## config.mk

```make
export PLATFORM = sky130hd
export DESIGN_NAME = icache_refill_ctrl
export DESIGN_NICKNAME = d
export VERILOG_FILES = /design/src/rtl/icache_refill_ctrl.sv
export SDC_FILE = /design/constraint.sdc
export NUM_CORES = 1
export LEC_CHECK = 0
export CORE_MARGIN = 5
export CORE_UTILIZATION = 49
export CTS_BUF_LIST = sky130_fd_sc_hd__clkbuf_4 sky130_fd_sc_hd__clkbuf_8
export DETAILED_ROUTE_END_ITERATION = 6
export PLACE_DENSITY = 0.84
export REMOVE_ABC_BUFFERS = 1
export SLEW_MARGIN = 20
export SYNTH_ARGS = -nofsm -noshare
export SYNTH_HDL_FRONTEND = slang
export SYNTH_SLANG_ARGS = --single-unit
```

## constraint.sdc

```tcl
create_clock -name clk -period 3.8 [get_ports clk]
set_input_delay 0.76 -clock clk [delete_from_list [all_inputs] [get_ports clk]]
set_output_delay 0.76 -clock clk [all_outputs]
set_load 0.03 [all_outputs]
```

## src/rtl/icache_refill_ctrl.sv

```systemverilog
// I-cache line refill sequencer: one miss at a time, critical-word-first AHB-Lite WRAP4 read burst.
// Optional bus-error abort is compiled in with `define ICACHE_REFILL_HRESP_EN.
module icache_refill_ctrl #(
    parameter int ADDR_W     = 32,
    parameter int DATA_W     = 32,
    parameter int LINE_WORDS = 4
) (
    input  logic                         clk,
    input  logic                         rstn,
    input  logic                         i_miss_valid,
    output logic                         o_miss_ready,
    input  logic [ADDR_W-1:0]            i_miss_addr,
    output logic [ADDR_W-1:0]            o_haddr,
    output logic [1:0]                   o_htrans,
    output logic [2:0]                   o_hburst,
    output logic [2:0]                   o_hsize,
    output logic                         o_hwrite,
    input  logic [DATA_W-1:0]            i_hrdata,
    input  logic                         i_hready,
    input  logic                         i_hresp,
    output logic                         o_crit_valid,
    output logic [DATA_W-1:0]            o_crit_data,
    output logic                         o_line_valid,
    output logic                         o_line_err,
    output logic [ADDR_W-1:0]            o_line_addr,
    output logic [LINE_WORDS*DATA_W-1:0] o_line_data,
    output logic                         o_busy
);

    localparam logic [1:0] S_IDLE = 2'd0;
    localparam logic [1:0] S_ADDR = 2'd1;
    localparam logic [1:0] S_DATA = 2'd2;
    localparam logic [1:0] S_DONE = 2'd3;

    localparam logic [1:0] HTRANS_IDLE   = 2'b00;
    localparam logic [1:0] HTRANS_NONSEQ = 2'b10;
    localparam logic [1:0] HTRANS_SEQ    = 2'b11;

    logic [1:0]        r_state;
    logic [1:0]        w_state_next;
    logic [ADDR_W-1:2] r_addr;
    logic [2:0]        r_acnt;
    logic [1:0]        r_dcnt;
    logic              r_crit_valid;
    logic [DATA_W-1:0] r_crit_data;
    logic              r_err;

    logic       w_accept;
    logic       w_hresp;
    logic       w_beat;
    logic       w_err_end;
    logic       w_last_beat;
    logic       w_acnt_inc;
    logic       w_on_bus;
    logic [1:0] w_aslot;
    logic [1:0] w_dslot;
    logic       w_unused;

`ifdef ICACHE_REFILL_HRESP_EN
    assign w_hresp = i_hresp;
`else
    assign w_hresp = 1'b0;
`endif

    // Word-offset bits and (in the default build) hresp carry no information here.
    assign w_unused = ^{i_miss_addr[1:0], i_hresp};

    assign w_accept    = (r_state == S_IDLE) && i_miss_valid;
    assign w_beat      = (r_state == S_DATA) && i_hready && !w_hresp;
    assign w_err_end   = (r_state == S_DATA) && i_hready && w_hresp;
    assign w_last_beat = w_beat && (r_dcnt == 2'(LINE_WORDS - 1));
    assign w_on_bus    = (r_state == S_ADDR) || (r_state == S_DATA);
    assign w_acnt_inc  = i_hready && ((r_state == S_ADDR) ||
                         ((r_state == S_DATA) && !w_hresp && !r_err &&
                          (r_acnt < 3'(LINE_WORDS))));

    // Slot arithmetic wraps inside the 16-byte line, giving the WRAP4 order.
    assign w_aslot = r_addr[3:2] + r_acnt[1:0];
    assign w_dslot = r_addr[3:2] + r_dcnt;

    always_comb begin
        w_state_next = r_state;
        case (r_state)
            S_IDLE:  if (w_accept) w_state_next = S_ADDR;
            S_ADDR:  if (i_hready) w_state_next = S_DATA;
            S_DATA:  if (w_err_end || w_last_beat) w_state_next = S_DONE;
            default: w_state_next = S_IDLE;
        endcase
    end

    always_ff @(posedge clk or negedge rstn) begin
        if (!rstn) begin
            r_state      <= S_IDLE;
            r_addr       <= '0;
            r_acnt       <= '0;
            r_dcnt       <= '0;
            r_crit_valid <= 1'b0;
            r_crit_data  <= '0;
            r_err        <= 1'b0;
        end else begin
            r_state      <= w_state_next;
            r_crit_valid <= w_beat && (r_dcnt == 2'd0);
            if (w_beat && (r_dcnt == 2'd0))
                r_crit_data <= i_hrdata;
            if (w_accept) begin
                r_addr <= i_miss_addr[ADDR_W-1:2];
                r_acnt <= '0;
                r_dcnt <= '0;
                r_err  <= 1'b0;
            end else begin
                if (w_acnt_inc)
                    r_acnt <= r_acnt + 3'd1;
                if (w_beat)
                    r_dcnt <= r_dcnt + 2'd1;
                // First ERROR cycle has hready low; latch it so the next cycle goes IDLE on the bus.
                if ((r_state == S_DATA) && w_hresp)
                    r_err <= 1'b1;
            end
        end
    end

    genvar gi;
    generate
        for (gi = 0; gi < LINE_WORDS; gi++) begin : g_word
            logic [DATA_W-1:0] r_word;
            always_ff @(posedge clk or negedge rstn) begin
                if (!rstn)
                    r_word <= '0;
                else if (w_beat && (w_dslot == 2'(gi)))
                    r_word <= i_hrdata;
            end
            assign o_line_data[gi*DATA_W +: DATA_W] = r_word;
        end
    endgenerate

    always_comb begin
        o_htrans = HTRANS_IDLE;
        case (r_state)
            S_ADDR:  o_htrans = HTRANS_NONSEQ;
            S_DATA:  o_htrans = ((r_acnt < 3'(LINE_WORDS)) && !r_err) ? HTRANS_SEQ : HTRANS_IDLE;
            default: o_htrans = HTRANS_IDLE;
        endcase
    end

    assign o_haddr      = w_on_bus ? {r_addr[ADDR_W-1:4], w_aslot, 2'b00} : '0;
    assign o_hburst     = w_on_bus ? 3'b010 : 3'b000;
    assign o_hsize      = 3'b010;
    assign o_hwrite     = 1'b0;
    assign o_miss_ready = (r_state == S_IDLE);
    assign o_busy       = (r_state != S_IDLE);
    assign o_crit_valid = r_crit_valid;
    assign o_crit_data  = r_crit_data;
    assign o_line_addr  = {r_addr[ADDR_W-1:4], 4'b0000};
    assign o_line_valid = (r_state == S_DONE) && !r_err;
`ifdef ICACHE_REFILL_HRESP_EN
    assign o_line_err   = (r_state == S_DONE) && r_err;
`else
    assign o_line_err   = 1'b0;
`endif

endmodule
```

==> flow_summary.toml, run 1 <==
[worst_setup_path]
r2r_slack_ps = 1480
reg2reg_depth = 6
critPathCapture = "o_haddr[3]"
r2r-end = "g_word[1].r_word[13]"
crit_path_cell_trace = "inv_1 -> ha_1 -> and2_1 -> clkdlybuf4s50_1"
worst_setup_path_end_kind = "output port"
cp.arrival_ps = 2710
r2r_start = "r_state[0]"
startpoint = "r_state[0]"
crit_slowest_cell = "ha_1"
max_stage_delay_ps = 820
cp-start-kind = "flop"
cpLargestDelayFamily = "adder cells"
worst-path-stages = 4
worstSetupPathType = "reg -> out"
required_ps = 3040
cp_num_buf_inv = 2
path_max_fanout = 34

[clock_network]
cts.clk_slew.worst_paths_ps = 90
cts_tree = "done"
cts_sinks = 198
cts-root-buf = "clkbuf_8"
cts_resized = 0
h-tree-depth = 4
cts_made_buffers = 17
post-cts-setup-buffer-count = 0
cts.path.max_buffers = 2
clock_latency_ps = 450
hold_buffers = 0

[min_path]
hold_class = "in -> async"

[die]
chipWidth_um = 139.3
coreArea_mm2 = 0.01652
ioPinCount = 307
rows = 47
dieArea_mm2 = 0.01941
die_height_um = 139.3
initial_utilization_pct = 49.59

[final_layout]
area_delta_synth_final_pct = 40.34
fillers = 1187
final_nets = 883
drive_above_1_share_pct = 28.76
stdcell_area_mm2 = 0.01150
n_antenna_cell = 0

[sta]
layout_worst_path_cycle_share_pct = 91.43
slew_viol_final = 0
rsz0062_at_grt = "false"
worst_clock_skew_ps = 12.03
setup_viol = 0
layout_min_cycle_time_ps = 3475
hold_violations = 0
slew_headroom_pct = 46.73
worst_pin_slew_ps = 799.0
fin_tns_setup_ps = 0
max_freq_mhz = 287.8

[place]
io_buffers = 290
gp_congestion = 0.7854
place_hpwl_um = 15230
placed_area_mm2 = 0.01107

[route]
vias_per_cell = 5.024
drt-total-wl_um = 20640
firstDrtPassIters = 4
wl_per_cell_um = 19.90
drtAntennaViolNets = 0
num_vias = 5210
drc = 0
drt-initial-drc-count = 171

[synth]
synth-edff-count = 0
syn_area_mm2 = 0.008195
yosysTopAreaCellShare_pct = 60.46
synth_warnings = 0
syn_inst = 537
synth_seq_cells = 198
synth.distinct_cells = 27
yosysSeqAreaShare_pct = 60.46
async_flop_share_pct = 100.0
yosys-top-cells-area = "dfrtp_1 (60%), mux2_2 (25%), buf_4 (4.4%), and2_1 (2.4%), ha_1 (1.5%)"
synth.largest_area_cell = "dfrtp_1"
synth_flop_cell = "dfrtp_1"
syn_avg_cell_area_um2 = 15.26

[run]
drv_cap = 0

[status]
outcome = "completed"

[global_route]
grt_overflow = 0
grtUsageMet3_pct = 5.523
grt_pass1_vias = 5710
grt_max_degree = 128
top_usage_layer = "met2"
grt_antenna_before_repair = 0
grt_pass1_wl_um = 32640
met2_usage_pct = 38.27
grt_use_total_pct = 21.28
grtUsageMet1_pct = 25.09

[power_and_ir_drop]
p_leak_uw = 0.004887
vdd_drop_max_mv = 0.6809
total_power_uw = 12910
power_density_mw_per_mm2 = 1122
placed cells by master (no fill, tap or decap), types with 2 or more instances in the layout:
cell	n
xnor2_2	3
clkdlybuf4s50_1	289
nand3_1	2
and2_1	32
nor2_1	4
nor2_4	2
buf_4	8
bufinv_16	2
buf_12	3
clkinvlp_4	2
xor2_1	2
clkbuf_8	19
dfrtp_1	198
inv_1	6
mux2_2	182
conb_1	13
ha_1	10
nand2_1	3
clkinv_2	3
nor2b_1	2
inv_6	4
mux2_1	9
mux2i_1	2
o21ai_0	3
nor3_4	2
xnor2_1	3
flip-flops by register name, indices dropped and copies added, names as in the netlist:
name,flops
o_crit_valid,1
r_state,2
r_acnt,3
r_dcnt,2
g_word.r_word,128
o_crit_data,32
r_addr,30
synth_stat cells (3+ instances only):
library cell / instances
mux2_1: 9
xnor2_2: 3
and2_1: 32
buf_4: 48
inv_1: 6
ha_1: 10
buf_6: 6
o21ai_0: 3
nand2_1: 3
dfrtp_1: 198
mux2_2: 182
clkbuf_1: 9
xnor2_1: 3
nor2_1: 4
nand3_1: 3
area by class of cell:
type / instances / area [µm²] / share of cell area (%)
multi-input combinational: 279 / 2794 / 24.29
inverter: 6 / 22.52 / 0.1958
clock inverter: 13 / 145.1 / 1.262
sequential: 198 / 4955 / 43.08
tap: 220 / 275.3 / 2.393
timing repair buffer: 302 / 3054 / 26.56
clock buffer: 19 / 255.2 / 2.219
cells by family after synthesis:
family	synth area share, %
AO/OA/AOI/OAI	0.5191
adder cells (fa/ha/maj)	1.527
other	0.09164
buffers and inverters	6.015
AND/OR/NAND/NOR	3.771
XOR/XNOR	1.130
flip-flops	60.46
multiplexers	26.49
layer usage:
layer	up-vias	part of all wire, %
met5	-	0
met4	0	1.9
met3	28	5.9
met2	171	53
met1	2686	39
li1	2325	-
power by group:
part | total [µW] | switching (µW) | internal [µW] | leakage (µW)
Clock | 1350 | 732 | 621 | 0.000203
Combinational | 7760 | 4280 | 3480 | 0.00229
Sequential | 3800 | 631 | 3160 | 0.00239
Total | 12900 | 5640 | 7270 | 0.00489
stage by stage:
stage	hold slack, ps	utilization (%)	setup WS, ps	std cells
6_report	217.6	69.60	325.5	1037
5_1_grt	207.1	69.60	77.04	1037
4_1_cts	482.9	69.43	274.2	1036
3_5_place_dp	477.1	67.01	793.8	1004
3_3_place_gp	467.4	67.01	914.5	1004
2_1_floorplan	464.4	-	1462	483
worst min path at each step:
stage / endpoint / slack [ps] / cells after the start
CTS: r_addr[5] / 480 / 1
finish: r_addr[5] / 220 / 1
floorplan: g_word[0].r_word[0] / 460 / 0
global route: o_crit_data[7] / 210 / 1
detailed placement: g_word[1].r_word[26] / 480 / 1
global placement: g_word[3].r_word[0] / 470 / 1
(Power assumes the default switching activity.)
==> run 2: changes to the inputs <==
Settings changed: HOLD_SLACK_MARGIN from default to 0.1.
==> results of run 2 <==
The final DEF is identical to that of run 1; final timing and power are the same.
